$ cat src/rtl/sdp_y_op_sched_pkg.sv
// Shared types for the SDP Y operand scheduler: operand modes, FSM states, counter width.
package sdp_y_op_sched_pkg;

    localparam int unsigned SDP_Y_OP_CNT_W = 13;

    typedef enum logic [1:0] {
        LAYER = 2'd0,
        CHAN  = 2'd1,
        ELEM  = 2'd2
    } op_mode_e;

    typedef enum logic [1:0] {
        IDLE  = 2'd0,
        FETCH = 2'd1,
        SERVE = 2'd2,
        DONE  = 2'd3
    } sched_state_e;

    // Encoding 3 is reserved and behaves as per-layer.
    function automatic op_mode_e decode_op_mode(input logic [1:0] mode);
        case (mode)
            2'd1:    decode_op_mode = CHAN;
            2'd2:    decode_op_mode = ELEM;
            default: decode_op_mode = LAYER;
        endcase
    endfunction

endpackage

$ cat src/rtl/nv_nvdla_sdp_y_op_hold.sv
// Single-entry valid/data holding register; flush beats load beats consume.
module nv_nvdla_sdp_y_op_hold
    import sdp_y_op_sched_pkg::*;
#(
    parameter int unsigned DW = 32
) (
    input  logic          clk,
    input  logic          rstn,
    input  logic          load,
    input  logic [DW-1:0] load_pd,
    input  logic          consume,
    input  logic          flush,
    output logic          valid,
    output logic [DW-1:0] pd
);

    always_ff @(posedge clk or negedge rstn) begin
        if (!rstn) begin
            valid <= 1'b0;
            pd    <= '0;
        end else if (flush) begin
            valid <= 1'b0;
            pd    <= '0;
        end else if (load) begin
            valid <= 1'b1;
            pd    <= load_pd;
        end else if (consume) begin
            valid <= 1'b0;
        end
    end

endmodule

$ cat src/rtl/nv_nvdla_sdp_y_op_sched.sv
// Operand scheduler for one Y-int-core operand port (per-layer / per-channel / per-element).
// Optional feature: define SDP_Y_OP_PREFETCH_EN for a prefetch slot giving bubble-free channel changes.
module nv_nvdla_sdp_y_op_sched
    import sdp_y_op_sched_pkg::*;
#(
    parameter int unsigned EW_OC_DW = 32,
    parameter int unsigned CNT_W    = SDP_Y_OP_CNT_W
) (
    input  logic                nvdla_core_clk,
    input  logic                nvdla_core_rstn,
    input  logic [1:0]          cfg_op_mode,
    input  logic [EW_OC_DW-1:0] cfg_op,
    input  logic [CNT_W-1:0]    cfg_width,
    input  logic [CNT_W-1:0]    cfg_height,
    input  logic [CNT_W-1:0]    cfg_channel,
    input  logic                op_start,
    input  logic                op_in_pvld,
    output logic                op_in_prdy,
    input  logic [EW_OC_DW-1:0] op_in_pd,
    output logic                op_out_pvld,
    input  logic                op_out_prdy,
    output logic [EW_OC_DW-1:0] op_out_pd,
    output logic                busy,
    output logic                layer_done
);

    sched_state_e        state;
    sched_state_e        state_nxt;
    op_mode_e            mode_q;
    logic [EW_OC_DW-1:0] op_q;
    logic [CNT_W-1:0]    w_q;
    logic [CNT_W-1:0]    h_q;
    logic [CNT_W-1:0]    c_q;
    logic [CNT_W-1:0]    x_cnt;
    logic [CNT_W-1:0]    y_cnt;
    logic [CNT_W-1:0]    ch_cnt;

    logic                in_serve;
    logic                in_fetch;
    logic                out_xfer;
    logic                in_xfer;
    logic                x_last;
    logic                y_last;
    logic                ch_last;
    logic                elem_wrap;

    logic                hold_load;
    logic [EW_OC_DW-1:0] hold_load_pd;
    logic                hold_consume;
    logic                hold_flush;
    logic                hold_valid;
    logic [EW_OC_DW-1:0] hold_pd;

    assign in_serve   = (state == SERVE);
    assign in_fetch   = (state == FETCH);
    assign busy       = in_fetch | in_serve;
    assign layer_done = (state == DONE);
    assign out_xfer   = op_out_pvld & op_out_prdy;
    assign in_xfer    = op_in_pvld & op_in_prdy;
    assign x_last     = (x_cnt == w_q);
    assign y_last     = (y_cnt == h_q);
    assign ch_last    = (ch_cnt == c_q);
    assign elem_wrap  = in_serve & out_xfer & x_last & y_last;
    assign hold_flush = (state == DONE);

`ifdef SDP_Y_OP_PREFETCH_EN
    logic                pf_load;
    logic                pf_consume;
    logic                pf_valid;
    logic [EW_OC_DW-1:0] pf_pd;
    logic [CNT_W:0]      fetch_cnt;
    logic                fetch_more;

    // Caps prefetch at cfg_channel+1 operands per layer.
    assign fetch_more = (fetch_cnt <= {1'b0, c_q});

    always_ff @(posedge nvdla_core_clk or negedge nvdla_core_rstn) begin
        if (!nvdla_core_rstn) begin
            fetch_cnt <= '0;
        end else if (state == IDLE && op_start) begin
            fetch_cnt <= '0;
        end else if (in_xfer && mode_q == CHAN) begin
            fetch_cnt <= fetch_cnt + (CNT_W + 1)'(1);
        end
    end

    nv_nvdla_sdp_y_op_hold #(
        .DW (EW_OC_DW)
    ) u_pf (
        .clk     (nvdla_core_clk),
        .rstn    (nvdla_core_rstn),
        .load    (pf_load),
        .load_pd (op_in_pd),
        .consume (pf_consume),
        .flush   (hold_flush),
        .valid   (pf_valid),
        .pd      (pf_pd)
    );
`endif

    nv_nvdla_sdp_y_op_hold #(
        .DW (EW_OC_DW)
    ) u_hold (
        .clk     (nvdla_core_clk),
        .rstn    (nvdla_core_rstn),
        .load    (hold_load),
        .load_pd (hold_load_pd),
        .consume (hold_consume),
        .flush   (hold_flush),
        .valid   (hold_valid),
        .pd      (hold_pd)
    );

    always_comb begin
        op_out_pvld = 1'b0;
        op_out_pd   = '0;
        op_in_prdy  = 1'b0;
        if (in_fetch) begin
            op_in_prdy = 1'b1;
        end else if (in_serve) begin
            case (mode_q)
                CHAN: begin
                    op_out_pvld = hold_valid;
                    op_out_pd   = hold_pd;
`ifdef SDP_Y_OP_PREFETCH_EN
                    op_in_prdy  = ~pf_valid & fetch_more;
`endif
                end
                ELEM: begin
                    op_out_pvld = op_in_pvld;
                    op_out_pd   = op_in_pd;
                    op_in_prdy  = op_out_prdy;
                end
                default: begin
                    op_out_pvld = 1'b1;
                    op_out_pd   = op_q;
                end
            endcase
        end
    end

    // At a channel boundary the next operand comes from the prefetch slot, or straight
    // from op_in when it arrives on the boundary cycle; otherwise the hold reg drains.
    always_comb begin
        hold_load    = 1'b0;
        hold_load_pd = op_in_pd;
        hold_consume = 1'b0;
`ifdef SDP_Y_OP_PREFETCH_EN
        pf_load      = 1'b0;
        pf_consume   = 1'b0;
`endif
        if (in_fetch && in_xfer) begin
            hold_load = 1'b1;
        end else if (in_serve && mode_q == CHAN) begin
            if (elem_wrap) begin
`ifdef SDP_Y_OP_PREFETCH_EN
                if (!ch_last && pf_valid) begin
                    hold_load    = 1'b1;
                    hold_load_pd = pf_pd;
                    pf_consume   = 1'b1;
                end else if (!ch_last && in_xfer) begin
                    hold_load    = 1'b1;
                end else begin
                    hold_consume = 1'b1;
                end
`else
                hold_consume = 1'b1;
`endif
            end
`ifdef SDP_Y_OP_PREFETCH_EN
            else if (in_xfer) begin
                pf_load = 1'b1;
            end
`endif
        end
    end

    always_comb begin
        state_nxt = state;
        case (state)
            IDLE: begin
                if (op_start) begin
                    state_nxt = (decode_op_mode(cfg_op_mode) == CHAN) ? FETCH : SERVE;
                end
            end
            FETCH: begin
                if (in_xfer) begin
                    state_nxt = SERVE;
                end
            end
            SERVE: begin
                if (elem_wrap) begin
                    if (ch_last) begin
                        state_nxt = DONE;
                    end else if (mode_q == CHAN) begin
`ifdef SDP_Y_OP_PREFETCH_EN
                        state_nxt = (pf_valid || in_xfer) ? SERVE : FETCH;
`else
                        state_nxt = FETCH;
`endif
                    end
                end
            end
            default: state_nxt = IDLE;
        endcase
    end

    always_ff @(posedge nvdla_core_clk or negedge nvdla_core_rstn) begin
        if (!nvdla_core_rstn) begin
            state  <= IDLE;
            mode_q <= LAYER;
            op_q   <= '0;
            w_q    <= '0;
            h_q    <= '0;
            c_q    <= '0;
            x_cnt  <= '0;
            y_cnt  <= '0;
            ch_cnt <= '0;
        end else begin
            state <= state_nxt;
            if (state == IDLE && op_start) begin
                mode_q <= decode_op_mode(cfg_op_mode);
                op_q   <= cfg_op;
                w_q    <= cfg_width;
                h_q    <= cfg_height;
                c_q    <= cfg_channel;
                x_cnt  <= '0;
                y_cnt  <= '0;
                ch_cnt <= '0;
            end else if (in_serve && out_xfer) begin
                if (x_last) begin
                    x_cnt <= '0;
                    if (y_last) begin
                        y_cnt  <= '0;
                        ch_cnt <= ch_last ? '0 : ch_cnt + CNT_W'(1);
                    end else begin
                        y_cnt <= y_cnt + CNT_W'(1);
                    end
                end else begin
                    x_cnt <= x_cnt + CNT_W'(1);
                end
            end
        end
    end

endmodule
$ cat config.mk
export PLATFORM = sky130hd
export DESIGN_NAME = nv_nvdla_sdp_y_op_sched
export DESIGN_NICKNAME = d
export VERILOG_FILES = /design/src/rtl/sdp_y_op_sched_pkg.sv /design/src/rtl/nv_nvdla_sdp_y_op_hold.sv /design/src/rtl/nv_nvdla_sdp_y_op_sched.sv
export SDC_FILE = /design/constraint.sdc
export NUM_CORES = 1
export LEC_CHECK = 0
export ABC_AREA = 1
export CORE_MARGIN = 4
export CORE_UTILIZATION = 44
export CTS_CLUSTER_DIAMETER = 120
export DETAILED_ROUTE_END_ITERATION = 12
export GPL_TIMING_DRIVEN = 0
export PLACE_DENSITY = 0.67
export RECOVER_POWER = 25
export SYNTH_ARGS = -nofsm -noshare
export SYNTH_HDL_FRONTEND = slang
export SYNTH_SLANG_ARGS = --single-unit
$ cat constraint.sdc
create_clock -name nvdla_core_clk -period 3 [get_ports nvdla_core_clk]
set_input_delay 0.75 -clock nvdla_core_clk [delete_from_list [all_inputs] [get_ports nvdla_core_clk]]
set_output_delay 0.75 -clock nvdla_core_clk [all_outputs]
set_load 0.01 [all_outputs]
**Yosys cells after proc, flatten, opt, wreduce, memory -nomap -nowiden**

Index checks and enable logic that the tools add are counted.

- RAM bits: 0
- ROM bits: 0
- Register bits after elaboration: 147
- Output and inout port bits: 36
- Word-level logic and storage cells: 88
- Memories kept: 0
- Bits in latches: 0
- Input bits: 110

- Add/sub/neg operators: 3
- Div/mod/pow operators: 0
- Shift-type cells: 0
- Reduce and logical (&&, ||, !) cells: 13
- Mux-type cells: 40
- Bitwise gates (word level): 6
- $mul: 0
- Order comparisons: 0
- Equality and inequality tests: 15

Operators with widths:

| kind | number |
|---|---|
| $mux W13 | 12 |
| $mux W32 | 4 |
| $pmux W32 S2 | 1 |
| $add A13 B1 Y13 const B | 3 |
| $eq A13 B13 Y1 | 3 |
| $mux W2 | 8 |
| $mux W1 | 12 |
| $eq A2 B1 Y1 const B | 4 |
| $eq A2 B2 Y1 const B | 4 |
| $reduce_bool A2 Y1 | 4 |
| $pmux W2 S3 | 1 |
| $and A1 B1 Y1 | 5 |
| $logic_and A1 B1 Y1 | 4 |
| $ne A2 B1 Y1 const B | 2 |
| $pmux W2 S2 | 1 |
| $reduce_and A4 Y1 | 1 |
| $ne A3 B1 Y1 const B | 1 |
| $reduce_and A3 Y1 | 1 |
| $reduce_bool A3 Y1 | 1 |
| $logic_not A2 Y1 | 1 |
| $ne A2 B2 Y1 const B | 1 |
| $pmux W1 S2 | 1 |
| $reduce_and A2 Y1 | 1 |
| $or A1 B1 Y1 | 1 |

**Longest topological paths before layout**

- Word-level depth: 14
- Gate-level depth with buffers: 15
- Depth with buffers taken out: 14

**Modules after synthesis**

Synthesis repeated with hierarchy kept, for this count alone.

- Cell total of the unflattened synthesis: 1090
- Area total of the unflattened synthesis: 7978.9 um^2

Modules (own cells, without submodules):

| module | seq. area each (um^2) | area each (um^2) | instances | cells each |
|---|---|---|---|---|
| nv_nvdla_sdp_y_op_sched | 2852.7 | 6640.1 | 1 | 945 |
| nv_nvdla_sdp_y_op_hold | 825.8 | 1338.8 | 1 | 145 |

**Least setup slack after synthesis**

Ideal clock, no wire load.

- Kind: register to output
- Start point: register state[0]
- End point: output op_out_pd[10]
- Path buffers: 1
- Setup slack: 0.834 ns
- Stages on the path, launching flop included: 8
- Required time: 2.250 ns
- Data arrival time: 1.416 ns
- Cell sequence: dfrtp_1 > inv_1 > ha_1 > inv_2 > nor2_4 > clkbuf_1 > o21ai_0 > a21oi_1

- Longest elaborated chain between the ends: 3
- Elaborated cells between the ends (all ways): 4
- Those cells by class: eq/ne: 2; mux: 2

RTL lines:

| element | line | source |
|---|---|---|
| start, declared | nv_nvdla_sdp_y_op_sched.sv:27 | `sched_state_e state;` |
| start signal, assigned | nv_nvdla_sdp_y_op_sched.sv:220 | `state <= state_nxt;` |
| $eq A2 B2 Y1 | nv_nvdla_sdp_y_op_sched.sv:54 | `assign in_serve = (state == SERVE);` |
| $mux W32 | nv_nvdla_sdp_y_op_sched.sv:120 | `end else if (in_serve) begin` |
| $mux W32 (*) | nv_nvdla_sdp_y_op_sched.sv:118 | `if (in_fetch) begin` |
| end, declared | nv_nvdla_sdp_y_op_sched.sv:22 | `output logic [EW_OC_DW-1:0] op_out_pd,` |

Every way passes the cells marked *; elsewhere a longest branch is shown, timed or not.

**Final worst setup path**

- Start point: register mode_q[0]
- End point: output op_in_prdy

- Longest elaborated chain between the ends: 4

RTL lines:

| element | line | source |
|---|---|---|
| start, declared | nv_nvdla_sdp_y_op_sched.sv:29 | `op_mode_e mode_q;` |
| start signal, assigned | nv_nvdla_sdp_y_op_sched.sv:222 | `mode_q <= decode_op_mode(cfg_op_mode);` |
| $eq A2 B2 Y1 | nv_nvdla_sdp_y_op_sched.sv:121 | `case (mode_q)` |
| $mux W1 | nv_nvdla_sdp_y_op_sched.sv:121 |  |
| $mux W1 | nv_nvdla_sdp_y_op_sched.sv:120 |  |
| $mux W1 | nv_nvdla_sdp_y_op_sched.sv:118 |  |
| end, declared | nv_nvdla_sdp_y_op_sched.sv:18 | `output logic op_in_prdy,` |

Every way passes these cells.

==> impl_metrics.ini <==
[grt]
grt_pass1_wl_mm = 35.22
grt.busiest_layer = met2
use_met3_pct = 5.461
met2_usage_pct = 33.18
antenna_found_initial = 0
grtUsageTotal_pct = 22.10
grt_overflow = 0
grt_max_degree = 86
grtUsageMet1_pct = 31.81
grt_pass1_vias = 6889

[floorplan]
core_mm2 = 0.01736
die_area_mm2 = 0.01995
dieHeight_um = 141.2
initial_core_util_pct = 45.00
io_pins = 146
rows = 48
die_w_um = 141.2

[clock_tree]
clockBufferDepth = 2
clock_sinks = 147
ctsHtreeMaxLevel = 4
numCtsBuffers = 17
clockRootBuffer = clkbuf_16
tritoncts = built
clk_latency_ns = 0.43
clkTransAtPathRegs_ns = 0.06

[layout]
area_growth_pct = 29.45
antenna_cells = 0
fin_area_mm2 = 0.01011
nets = 1344
drive_gt1_share_pct = 9.539

[power]
powerDensity_mw_per_mm2 = 916.2
switching_share_pct = 41.74
seqPwrFrac_pct = 35.7
p_sw_mw = 3.866
internal_power_mw = 5.396
p_leak_nw = 4.978
power_frac_comb_pct = 42.7
p_clk_share_pct = 21.5
peakVddDrop_uv = 450.5

[drt]
postRouteAntennaNets = 0
wl_per_cell_um = 14.87
dr.first_iter.drc_count = 567
drt-total-wl_mm = 21.75
vias_per_cell = 5.004
first_pass_iters = 5
vias = 7316
drc = 0

[setup_path]
end_kind = output pin
cp.required_ns = 2.25
slowest_delay_ns = 0.61
r2r_cells = 8
arrival_ns = 2.18
cpMaxStageDelayCell = clkdlybuf4s50_1
critPathBufInv = 4
path_cells = inv_1 -> ha_1 -> buf_2 -> buf_4 -> nand3_1 -> nand2_1 -> clkdlybuf4s50_1
rrSetupSlack_ns = 0.67
cp_max_fo = 10
cp-start-kind = flip-flop
worstSetupPathType = reg -> out
critical-path-top-delay-family = buffers and inverters
reg2reg_to = w_q[2]$_DFFE_PN0P_
reg2reg_from = state[1]$_DFFE_PN0P_

[logic_synthesis]
synth-seq-area-share_pct = 47.10
synthMuxAreaShare_pct = 0
synth_simple_gate_area_share_pct = 27.09
yosysTopAreaCell = dfrtp_1
syn_inst = 1055
yosysTopAreaCellShare_pct = 47.10
synth_compound_area_share_pct = 12.75
synth_cell_types = 30
yosys_register_bits = 147
ys_top_cells_by_area = dfrtp_1 47%, nand2_1 17%, o21ai_0 6.9%
synth-xor-area-share_pct = 2.916
synthAdderAreaFrac_pct = 1.602
avgSynthCellArea_um2 = 7.403
syn_nets = 1175
yosysWarnings = 0
syn_area_mm2 = 0.007810
synth_top_family_by_area = simple AND/OR/NAND/NOR gates

[timing]
setup_viol = 0
tightest_slew_ns = 1.649
finalHoldViolCount = 0
max_freq_mhz = 341.5
relSlewSlack_pct = -9.939
slew_violations = 63
min_period_over_period_pct = 97.60
fin_crit_ns = 2.928
final.setup_skew_ns = 0.008071
hold_slack_ns = 0.4735
layout_setup_ws_ns = 0.07214

[run_status]
status = complete, but fails checks
violations = capacitance limit, slew limit

[place]
dp_slack_ns = -0.03071
hpwl_mm = 15.80
numPortBuffers = 145
gp_congestion = 0.8288
place_area_mm2 = 0.009572

[worst_hold_path]
hold_path_end = op_q[23]$_DFFE_PN0P_
hold_path_class = reg -> reg
whs_path_depth = 2
hold_start = op_q[23]$_DFFE_PN0P_

[job]
cap_violations = 1
[kinds of logic after synthesis]
family | Yosys count
xor gates and xnor gates | 26
buffers and inverters | 169
AOI/OAI and AO/OA | 196
and+or+nand+nor | 507
adders and majority gates | 10
DFF | 147
[worst max path at each step]
stage | cells past startpoint | startpoint | endpoint
3_3_place_gp | 1 | nvdla_core_rstn | op_q[11]$_DFFE_PN0P_
3_5_place_dp | 8 | state[0]$_DFFE_PN0P_ | op_out_pd[4]
5_1_grt | 7 | mode_q[0]$_DFFE_PN0P_ | op_in_prdy
2_1_floorplan | 7 | state[0]$_DFFE_PN0P_ | op_out_pd[10]
6_report | 7 | mode_q[0]$_DFFE_PN0P_ | op_in_prdy
4_1_cts | 8 | state[0]$_DFFE_PN0P_ | op_out_pd[11]
[sequential cells by signal, indices dropped and copies added, names as in the netlist]
signal        cells
c_q              13
ch_cnt           13
h_q              13
mode_q            2
op_q             32
state             2
u_hold.pd        32
u_hold.valid      1
w_q              13
x_cnt            13
y_cnt            13
[per-stage QoR]
| step | TNS [ns] | util (%) | std cells | total power [mW] |
|---|---|---|---|---|
| 2_1_floorplan | 0 | - | 1055 | 5.755 |
| 3_3_place_gp | -736.89 | 54.98 | 1425 | 7.224 |
| 3_5_place_dp | -0.07461 | 55.15 | 1426 | 7.295 |
| 4_1_cts | -0.2172 | 58.41 | 1458 | 9.283 |
| 5_1_grt | -0.001764 | 58.25 | 1462 | 10.01 |
| 6_report | 0 | 58.25 | 1462 | 9.262 |
[cell usage in the layout (no fill, tap or decap), types with 14 or more instances in the layout]
| cell type | count |
|---|---|
| clkbuf_2 | 27 |
| dfrtp_1 | 146 |
| buf_2 | 14 |
| xor2_1 | 21 |
| a21oi_1 | 72 |
| nand3_1 | 70 |
| clkbuf_1 | 15 |
| clkbuf_16 | 17 |
| clkdlybuf4s50_1 | 111 |
| o21ai_0 | 108 |
| nor2_1 | 49 |
| nand2_1 | 350 |
| inv_1 | 106 |
[power by group through the flow]
stage	Combinational, mW	Sequential, mW	Clock, mW
floorplan	2.58	3.18	0
global placement	3.92	3.31	0
detailed placement	3.98	3.32	0
CTS	3.95	3.30	2.03
global route	4.49	3.40	2.12
finish	3.96	3.31	2.00
[worst register-to-register path: cells and delay by family, from the launching register on]
kind	cells	cell delay, ns
AO/OA/AOI/OAI	1	0.10
adder cells (fa/ha/maj)	1	0.21
buffers and inverters	4	1.18
flip-flops	1	0.42
AND/OR/NAND/NOR	2	0.36
[final cells by class]
class | instances | area, µm²
clock buffer | 17 | 425.4
buffer | 49 | 271.5
multi-input combinational | 739 | 3470
fill | 1666 | 7247
sequential | 147 | 3680
clock inverter | 15 | 123.9
tap | 225 | 281.5
inverter | 120 | 450.4
timing repair buffer | 150 | 1408
[Yosys cell counts]
cell      count
o21ai_0     108
o21ai_1       8
nor3_1       12
inv_1       106
buf_2        14
nand2_1     350
dfrtp_1     147
inv_2        13
or2_2         1
ha_1         10
nor2_2        1
nor3_2        2
xnor2_1       5
nand4_1       8
nand2_2       4
or2_1         1
nor3b_1       2
a21oi_1      72
nor2_4        4
xor2_1       21
nand3_1      70
buf_1         3
nand2_4       3
o22ai_1       5
buf_6         2
o21a_1        2
nor2_1       49
a22o_1        1
clkinv_1      1
clkbuf_1     30
[layer usage]
layer  up-vias  wire (µm)  share of wire [%]
met5         -          0                  0
met4         0        493                2.3
met3        32       1226                5.6
met2       184       9732                 45
met1      3408      10290                 47
li1       3692          -                  -
[timing repair]
action | 4_1_cts | 5_1_grt
setup endpoints to repair | 33 | 32
gates resized for setup | 57 | 47
setup buffers | 0 | 4
pin swaps | 1 | 1
hold buffers | 0 | 0
(Power assumes the default switching activity.)
